--- src/rtl/reg_write_arbiter_pkg.sv ---
`default_nettype none
// ============================================================================
// Module   : reg_write_arbiter_pkg
// Brief    : Shared types and width helpers for the register write arbiter.
// Revision : 1.0  initial release
// ============================================================================
package reg_write_arbiter_pkg;

    typedef enum logic [0:0] {
        ST_IDLE = 1'b0,
        ST_BUSY = 1'b1
    } arb_state_t;

    function automatic int idx_width(input int n);
        return (n < 2) ? 1 : $clog2(n);
    endfunction

    // Hold counter must be able to hold the value MAX_HOLD itself.
    function automatic int cnt_width(input int max_hold);
        return $clog2(max_hold + 1);
    endfunction

endpackage
`default_nettype wire

--- src/rtl/reg_write_arbiter_if.sv ---
`default_nettype none
// ============================================================================
// Module   : reg_write_arbiter_if
// Brief    : Requester-side bus plus shared-register drive of the arbiter.
// Revision : 1.0  initial release
// ============================================================================
interface reg_write_arbiter_if #(
    parameter int N = 4,
    parameter int W = 16
);
    logic [N-1:0]   req;
    logic [N-1:0]   lock;
    logic [N*W-1:0] wr_data;
    logic [N-1:0]   gnt;
    logic [N-1:0]   ack;
    logic [W-1:0]   reg_d;
    logic           reg_load;

    modport master (
        output req, lock, wr_data,
        input  gnt, ack, reg_d, reg_load
    );

    modport slave (
        input  req, lock, wr_data,
        output gnt, ack, reg_d, reg_load
    );
endinterface
`default_nettype wire

--- src/rtl/reg_write_arbiter_rr_pick.sv ---
`default_nettype none
// ============================================================================
// Module   : reg_write_arbiter_rr_pick
// Brief    : Combinational cyclic first-set scan of req starting at ptr.
// Revision : 1.0  initial release
// ============================================================================
module reg_write_arbiter_rr_pick #(
    parameter int N  = 4,
    parameter int IW = 2
) (
    input  logic [N-1:0]  req,
    input  logic [IW-1:0] ptr,
    output logic          valid,
    output logic [IW-1:0] idx
);

    logic [IW:0]   sum;
    logic [IW-1:0] cand;

    // Walk from the farthest offset back to ptr so the nearest hit wins.
    always_comb begin
        valid = 1'b0;
        idx   = '0;
        sum   = '0;
        cand  = '0;
        for (int k = N - 1; k >= 0; k--) begin
            sum = {1'b0, ptr} + (IW + 1)'(k);
            if (sum >= (IW + 1)'(N)) begin
                sum = sum - (IW + 1)'(N);
            end
            cand = sum[IW-1:0];
            if (req[cand]) begin
                valid = 1'b1;
                idx   = cand;
            end
        end
    end

endmodule
`default_nettype wire

--- src/rtl/reg_write_arbiter.sv ---
`default_nettype none
// ============================================================================
// Module   : reg_write_arbiter
// Brief    : Round-robin arbiter sharing one load register among N requesters.
// Revision : 1.0  initial release
// ============================================================================
module reg_write_arbiter
    import reg_write_arbiter_pkg::*;
#(
    parameter int N        = 4,
    parameter int W        = 16,
    parameter int MAX_HOLD = 4
) (
    input  wire logic           clk,
    input  wire logic           rst,
    reg_write_arbiter_if.slave  bus
);

    localparam int IW = idx_width(N);
    localparam int HW = cnt_width(MAX_HOLD);

    arb_state_t    state_q, state_d;
    logic [IW-1:0] owner_q, owner_d;
    logic [IW-1:0] ptr_q, ptr_d;
    logic [HW-1:0] hold_q, hold_d;
    logic [N-1:0]  gnt_q, gnt_d;

    logic [IW-1:0] rel_ptr;
    logic          idle_valid, rel_valid;
    logic [IW-1:0] idle_idx, rel_idx;
    logic          owner_req, owner_lock, burst_ok, write_en;
    logic [W-1:0]  owner_data;

    assign rel_ptr = (owner_q == IW'(N - 1)) ? '0 : owner_q + 1'b1;

    reg_write_arbiter_rr_pick #(.N(N), .IW(IW)) u_pick_idle (
        .req   (bus.req),
        .ptr   (ptr_q),
        .valid (idle_valid),
        .idx   (idle_idx)
    );

    reg_write_arbiter_rr_pick #(.N(N), .IW(IW)) u_pick_rel (
        .req   (bus.req),
        .ptr   (rel_ptr),
        .valid (rel_valid),
        .idx   (rel_idx)
    );

    assign owner_req  = bus.req[owner_q];
    assign owner_lock = bus.lock[owner_q];
    assign owner_data = bus.wr_data[int'(owner_q)*W +: W];
    assign burst_ok   = (hold_q < HW'(MAX_HOLD));

    // Reset gates the write so a burst interrupted by rst never lands.
    assign write_en     = (state_q == ST_BUSY) && owner_req && !rst;
    assign bus.reg_load = write_en;
    assign bus.ack      = write_en ? gnt_q : '0;
    assign bus.reg_d    = (gnt_q != '0) ? owner_data : '0;
    assign bus.gnt      = gnt_q;

    always_comb begin
        state_d = state_q;
        owner_d = owner_q;
        ptr_d   = ptr_q;
        hold_d  = hold_q;
        gnt_d   = gnt_q;
        case (state_q)
            ST_IDLE: begin
                if (idle_valid) begin
                    state_d = ST_BUSY;
                    owner_d = idle_idx;
                    hold_d  = HW'(1);
                    gnt_d   = {{(N-1){1'b0}}, 1'b1} << idle_idx;
                end
            end
            ST_BUSY: begin
                if (owner_req && owner_lock && burst_ok) begin
                    hold_d = hold_q + 1'b1;
                end else begin
                    // Hand over in the same cycle so back-to-back writes have no bubble.
                    ptr_d = rel_ptr;
                    if (rel_valid) begin
                        owner_d = rel_idx;
                        hold_d  = HW'(1);
                        gnt_d   = {{(N-1){1'b0}}, 1'b1} << rel_idx;
                    end else begin
                        state_d = ST_IDLE;
                        hold_d  = '0;
                        gnt_d   = '0;
                    end
                end
            end
            default: begin
                state_d = ST_IDLE;
                gnt_d   = '0;
            end
        endcase
    end

    always_ff @(posedge clk) begin
        if (rst) begin
            state_q <= ST_IDLE;
            owner_q <= '0;
            ptr_q   <= '0;
            hold_q  <= '0;
            gnt_q   <= '0;
        end else begin
            state_q <= state_d;
            owner_q <= owner_d;
            ptr_q   <= ptr_d;
            hold_q  <= hold_d;
            gnt_q   <= gnt_d;
        end
    end

endmodule
`default_nettype wire

--- src/flat_wrapper.sv ---
// flat-port wrapper written by rule: the top's interface ports become plain ports
module reg_write_arbiter_flat import reg_write_arbiter_pkg::*;
#(
    parameter int N        = 4,
    parameter int W        = 16,
    parameter int MAX_HOLD = 4
)
  (clk, rst, bus_req, bus_lock, bus_wr_data, bus_gnt, bus_ack, bus_reg_d, bus_reg_load);
  reg_write_arbiter_if #(.N(N), .W(W)) bus_i ();
  input  wire logic clk;
  input  wire logic rst;
  input wire logic [$bits(bus_i.req)-1:0] bus_req;
  input wire logic [$bits(bus_i.lock)-1:0] bus_lock;
  input wire logic [$bits(bus_i.wr_data)-1:0] bus_wr_data;
  output wire logic [$bits(bus_i.gnt)-1:0] bus_gnt;
  output wire logic [$bits(bus_i.ack)-1:0] bus_ack;
  output wire logic [$bits(bus_i.reg_d)-1:0] bus_reg_d;
  output wire logic [$bits(bus_i.reg_load)-1:0] bus_reg_load;
  assign bus_i.req = bus_req;
  assign bus_i.lock = bus_lock;
  assign bus_i.wr_data = bus_wr_data;
  assign bus_gnt = bus_i.gnt;
  assign bus_ack = bus_i.ack;
  assign bus_reg_d = bus_i.reg_d;
  assign bus_reg_load = bus_i.reg_load;
  reg_write_arbiter #(.N(N), .W(W), .MAX_HOLD(MAX_HOLD)) u_core (.clk(clk), .rst(rst), .bus(bus_i));
endmodule
--- config.mk ---
export PLATFORM = sky130hd
export DESIGN_NAME = reg_write_arbiter_flat
export DESIGN_NICKNAME = d
export VERILOG_FILES = /design/src/rtl/reg_write_arbiter_pkg.sv /design/src/rtl/reg_write_arbiter_if.sv /design/src/rtl/reg_write_arbiter_rr_pick.sv /design/src/rtl/reg_write_arbiter.sv /design/src/flat_wrapper.sv
export SDC_FILE = /design/constraint.sdc
export NUM_CORES = 1
export LEC_CHECK = 0
export ABC_CLOCK_PERIOD_IN_PS = 2900
export BUFFER_PORTS_ARGS = -buffer_cell sky130_fd_sc_hd__buf_2
export CAP_MARGIN = 40
export CORE_MARGIN = 5
export CORE_UTILIZATION = 35
export DETAILED_ROUTE_END_ITERATION = 10
export HOLD_SLACK_MARGIN = 0.1
export PLACE_DENSITY = 0.66
export SLEW_MARGIN = 20
export SYNTH_ARGS = -nofsm -noshare
export SYNTH_HDL_FRONTEND = slang
export SYNTH_SLANG_ARGS = --single-unit
--- constraint.sdc ---
create_clock -name clk -period 2.9 [get_ports clk]
set_input_delay 0.58 -clock clk [delete_from_list [all_inputs] [get_ports clk]]
set_output_delay 0.58 -clock clk [all_outputs]
set_load 0.05 [all_outputs]
Yosys cells after proc, flatten, opt, wreduce, memory -nomap -nowiden
Index checks and enable logic that the tools add are counted.

Register bits after elaboration: 12. Output and inout bits: 25.

Reductions and logical operators: 9. $add $sub $neg: 16. $lt $le $gt $ge: 18. Bitwise operators: 2. Equal/unequal tests: 4. Shift-type cells: 3. Multiplexer cells: 63.

Operators with widths (number): $shiftx 64x7->16 (1); $mux 2 (20); $lt 2x3->1 const B (9); $mux 1 (22); $bmux 1 s2 (10); $ge 3x3->1 const B (6); $mux 16 (1); $mux 4 (4); $sub 2x1->2 const B (8); $add 2x2->3 const B (4); $pmux 4 s2 (1); $shl 1x2->4 const A (2); $add 2x1->3 const B (2); $ge 2x3->1 const B (2); $mux 3 (2); $pmux 3 s2 (1); $logic_and 1x1->1 (4); $ne 2x2->1 const B (2); $pmux 2 s2 (1); $reduce_and 2->1 (2); $reduce_bool 4->1 (1); $add 3x1->3 const B (1); $lt 3x3->1 const B (1); $reduce_and 3->1 (1); 6 further kinds (7).

Longest topological paths before layout
Word-level depth: 15. Depth in mapped cells: 10. Mapped depth without buffers: 8.

Modules after synthesis
A second synthesis with hierarchy kept.

Cell total of the unflattened synthesis: 153. Area, all modules: 1428.9 sq um.

Modules (own cells, without submodules): reg_write_arbiter (cells each 127, instances 1, area an instance 1273.7 sq um); reg_write_arbiter_rr_pick (cells each 13, instances 2, area an instance 77.6 sq um).

Least setup slack after synthesis
No wires, ideal clock.

Path type: input-to-output. Start point: in bus_req[2]. End point: out bus_ack[0]. Path slack: 168 ps. Stages on the path: 4. Buffers on the path: 0. Data arrival time: 2152 ps. Data required time: 2320 ps. Cells stage by stage: mux4_2 -> nand2_2 -> nor2_1 -> and2_1.

Cells in the longest elaborated chain, start to end: 5.

RTL lines: start, declared (line flat_wrapper.sv:12) `input wire logic [$bits(bus_i.req)-1:0] bus_req;`; $bmux 1 s2 (line reg_write_arbiter.sv:50) `assign owner_req = bus.req[owner_q];`; $mux 1 (not written as such) (line reg_write_arbiter.sv:50); $logic_and 1x1->1 (2 in a row) (line reg_write_arbiter.sv:56) `assign write_en = (state_q == ST_BUSY) && owner_req && !rst;`; named net bus_reg_load (line flat_wrapper.sv:18) `output wire logic [$bits(bus_i.reg_load)-1:0] bus_reg_load;`; $mux 4 (line reg_write_arbiter.sv:58) `assign bus.ack = write_en ? gnt_q : '0;`; end, declared (line flat_wrapper.sv:16) `output wire logic [$bits(bus_i.ack)-1:0] bus_ack;`.

The timed path passes the listed nets, and every way through them passes these cells. The select of a mux whose other input is x is not followed.

Worst setup path in the final report
Start point: reg u_core.owner_q[0]. End point: out bus_ack[1].

Cells in the longest elaborated chain, start to end: 5.

RTL lines: start, declared (line reg_write_arbiter.sv:23) `logic [IW-1:0] owner_q, owner_d;`; start signal, assigned (line reg_write_arbiter.sv:110) `owner_q <= owner_d;`; $bmux 1 s2 (line reg_write_arbiter.sv:50); $mux 1 (not written as such) (line reg_write_arbiter.sv:50); $logic_and 1x1->1 (2 in a row) (line reg_write_arbiter.sv:56); $mux 4 (line reg_write_arbiter.sv:58).

Every way passes these cells. The select of a mux whose other input is x is not followed.

==> results.txt <==
- In this run the cell area of the synthesized design comes to 1704 um^2.
- Endpoint required time on the critical path: 2320 ps
- Fin. Hold Viols: 0
- In this run, post-CTS hold repair placed 0 buffers.
- Number of buffers created by CTS: 3
- Average size of a mapped cell: 9.212 um^2
* Average wire per cell in the routed design: 15.74 um
- Entering global routing, the biggest net connects 24 pins.
* Count of distinct cell types in the synthesized netlist: 52
- For this block, the via count after detailed routing is 1,817.
* Initial standard-cell utilization of the core: 0.3608
- Share of total power consumed by net switching: 0.5911
- Maxcap violations: 0
* Cell chosen for the clock root: sky130_fd_sc_hd__clkbuf_8
* Proportion of synthesized chip area in sequential cells: 0.1410
- The number of buffers and inverters on the critical path is 2.
- H-tree depth: 1
- From synthesis to final layout, the design area changed by 31.72%.
- Fraction of synthesized cell area in xor and xnor cells: 0
- Library cell contributing the largest single delay on the critical path: sky130_fd_sc_hd__dfxtp_2
- Outcome: finished, final reports clean
- The path class of the tightest hold or removal check is flop to flop.
* Sequential share of power: 0.121
- Maximum fanout along the worst path: 23
* Number of nets with antenna violations after routing: 0
- Core region area: 4723 um^2
- Of the total synthesized cell area, the portion taken by AND, OR, NAND and NOR gates is 0.2342.
- Most frequently used flop master after synthesis: sky130_fd_sc_hd__dfxtp_1
- For the pin with the worst max-slew slack, the measured transition is 522.6 ps.
* Vias in the first global route: 1,819
* Power Density: 1211 nW/um^2
- TritonCTS built the clock tree.
- Number of input and output port buffers inserted: 98
- Traced cell by cell, the critical path runs through buf_6, mux4_2, nand2_2, nor2_1, and2_1, buf_2.
- Across every metal layer, demand over resource in global routing totals 0.1625.
- By area the synthesized netlist is led by sky130_fd_sc_hd__mux4_2 (24%), sky130_fd_sc_hd__dfxtp_1 (14%), sky130_fd_sc_hd__nor2b_1 (6.2%).
- Placed wire-length estimate after detailed placement: 4333 um
* Type of the setup path with the least slack: flop to primary output
* Clk_lat worst skew: 240 ps
* Final setup viols: 0
- In this run the vertical extent of the chip is 79.78 um.
- Timing analysis after detailed placement gives a worst setup slack of 390.5 ps.
* Critical path capture point type: primary output
* Initial antenna violation count: 0
- Maximum number of buffers from clock root to sink: 2
* Data arrival time of the worst path: 2000 ps
- The clock arrives with 5.121 ps of skew.
* Internal: 1112 uW
- Library cell with the largest summed area after synthesis: sky130_fd_sc_hd__mux4_2
- # DRC: 0
- Setup slack closes at 318.5 ps.
- Initial drt markers: 38
- After synthesis, the share of flip-flops with an asynchronous set or reset is 0.
- Startpoint Class: flop
* Via count normalized by instance count: 5.344
- Setup repair after global routing missed its margin: false
- Peak supply drop: 0.0004628 V
- The Yosys step of the flow raised 0 warnings.
- Headroom to the max-slew limit came out at 0.6516.
- Total Die Area: 6364 um^2
- Dividing the final minimum period by the clock period gives 0.8902.
- Max Transition Viols Final: 0
* Number of top-level pins: 99
* Clock-pin slew on the worst setup and hold paths: 50 ps
* Post-synth net total: 262
* Diode insertion count for antenna repair: 0
- CP peak stage delay: 470 ps
* Remaining Overflow, GRT: 0
* Count of clock tree sinks: 12
* Post-synthesis instance total: 185
* Tmin final: 2582 ps
- Post-layout nets: 352
- Weighted congestion at the end of routability-driven global placement: 0.8310
- Total Wirelength: 5351 um
- The first global-routing pass estimated 8452 um of wire.
* Flop and latch count out of synthesis: 12
- Setup_tns: 0 ps
- The share of total power dissipated in the clock network is 0.055.
- Static leakage: 0.0009633 uW
* First drt pass iteration count: 6
- List of most frequent post-synthesis cells: sky130_fd_sc_hd__mux4_2 (18), sky130_fd_sc_hd__nor2_1 (18), sky130_fd_sc_hd__nor2b_1 (17)
* Switching power of the nets: 1607 uW
- Number of flops mapped to enable cells by yosys: 0
- The share of total power dissipated in combinational logic is 0.824.
- Fraction of layout instances using a drive strength above 1: 0.5165
* Die Width: 79.78 um
- Number of placement rows: 25
* Proportion of synthesized area in mux cells: 0.2783
- Delay-heaviest family, CP: buffers and inverters
- Static timing analysis puts the maximum clock frequency at 387.4 MHz.
* Adder-cell share of the synthesized area: 0.02203
- Of the post-synthesis cell area, the dominant cell type holds 0.2379.
- Post-synthesis compound-gate area fraction: 0.2408
- By area, the combinational part of the netlist is dominated by multiplexers.
[flip-flops by register name, indices dropped and copies added (netlist names)]
name / flops
u_core.bus.gnt: 4
u_core.ptr_q: 2
u_core.state_q: 1
u_core.hold_q: 3
u_core.owner_q: 2
[per-stage QoR]
step	total power (uW)	std cells	hold WS (ps)	utilization	cell area [um^2]
2_1_floorplan	2169	185	465.4	-	1704
3_3_place_gp	2556	337	497.3	0.4657	2200
3_5_place_dp	2573	337	490.4	0.4657	2200
4_1_cts	2728	340	506.7	0.4744	2241
5_1_grt	2893	340	539.6	0.4752	2245
6_report	2719	340	503.5	0.4752	2245
[timing repair]
item,CTS,global route
resized for setup,0,1
hold endpoints to repair,0,0
setup endpoints to repair,0,4
setup buffers,0,0
[power by group through the flow]
stage	logic, uW	registers [uW]	clock network (uW)
floorplan	1820	349	0
global placement	2230	327	0
detailed placement	2240	330	0
CTS	2250	327	152
global route	2390	343	160
finish	2240	329	151
[logic make-up (layout without fill, tap and decap cells)]
family,count (synthesis),after routing
compound gates,52,52
fa+ha+maj,3,3
buf+inv,24,112
flops,12,12
mux,23,23
simple gates,71,71
[layer usage]
metal,global-route usage,share of wire,vias to the layer above
met2,0.3005,0.50,82
met5,0,0,-
met3,0.04628,0.10,4
li1,-,-,881
met1,0.1886,0.38,850
met4,0.02365,0.012,0
[placed cells by master, fill, tap and decap left out, types with 4 or more instances in the layout]
| cell | Yosys | layout |
|---|---|---|
| sky130_fd_sc_hd__buf_2 | 6 | 98 |
| sky130_fd_sc_hd__mux4_2 | 18 | 18 |
| sky130_fd_sc_hd__nor2_1 | 18 | 18 |
| sky130_fd_sc_hd__nor2b_1 | 17 | 17 |
| sky130_fd_sc_hd__a21oi_1 | 13 | 13 |
| sky130_fd_sc_hd__dfxtp_1 | 12 | 11 |
| sky130_fd_sc_hd__inv_1 | 7 | 7 |
| sky130_fd_sc_hd__nand2_1 | 7 | 7 |
| sky130_fd_sc_hd__o21ai_0 | 7 | 7 |
| sky130_fd_sc_hd__and2_1 | 4 | 4 |
| sky130_fd_sc_hd__nor3_1 | 4 | 4 |
| sky130_fd_sc_hd__a22oi_1 | 4 | 4 |
[worst min-delay path: cells and delay by family (launching register included)]
| family | cells | cell delay [ps] |
|---|---|---|
| compound gates | 1 | 70 |
| flops | 1 | 330 |
| simple gates | 1 | 70 |
[final timing paths]
check / startpoint / to / slack, ps / cells past startpoint
setup / recovery: u_core.owner_q[0] / bus_ack[1] / 320 / 6
hold / removal: u_core.hold_q[1] / u_core.hold_q[1] / 500 / 2
setup reg to reg: u_core.owner_q[0] / u_core.owner_q[1] / 320 / 8
hold reg to reg: u_core.hold_q[1] / u_core.hold_q[1] / 500 / 2
[cell type report]
class | instances | area (um^2)
fill | 448 | 2479
multi-input combinational | 149 | 1328
inverter | 7 | 26.28
timing repair buffer | 102 | 524.3
clock buffer | 3 | 41.29
tap | 67 | 83.83
sequential | 12 | 241.5
(Power assumes the default switching activity.)
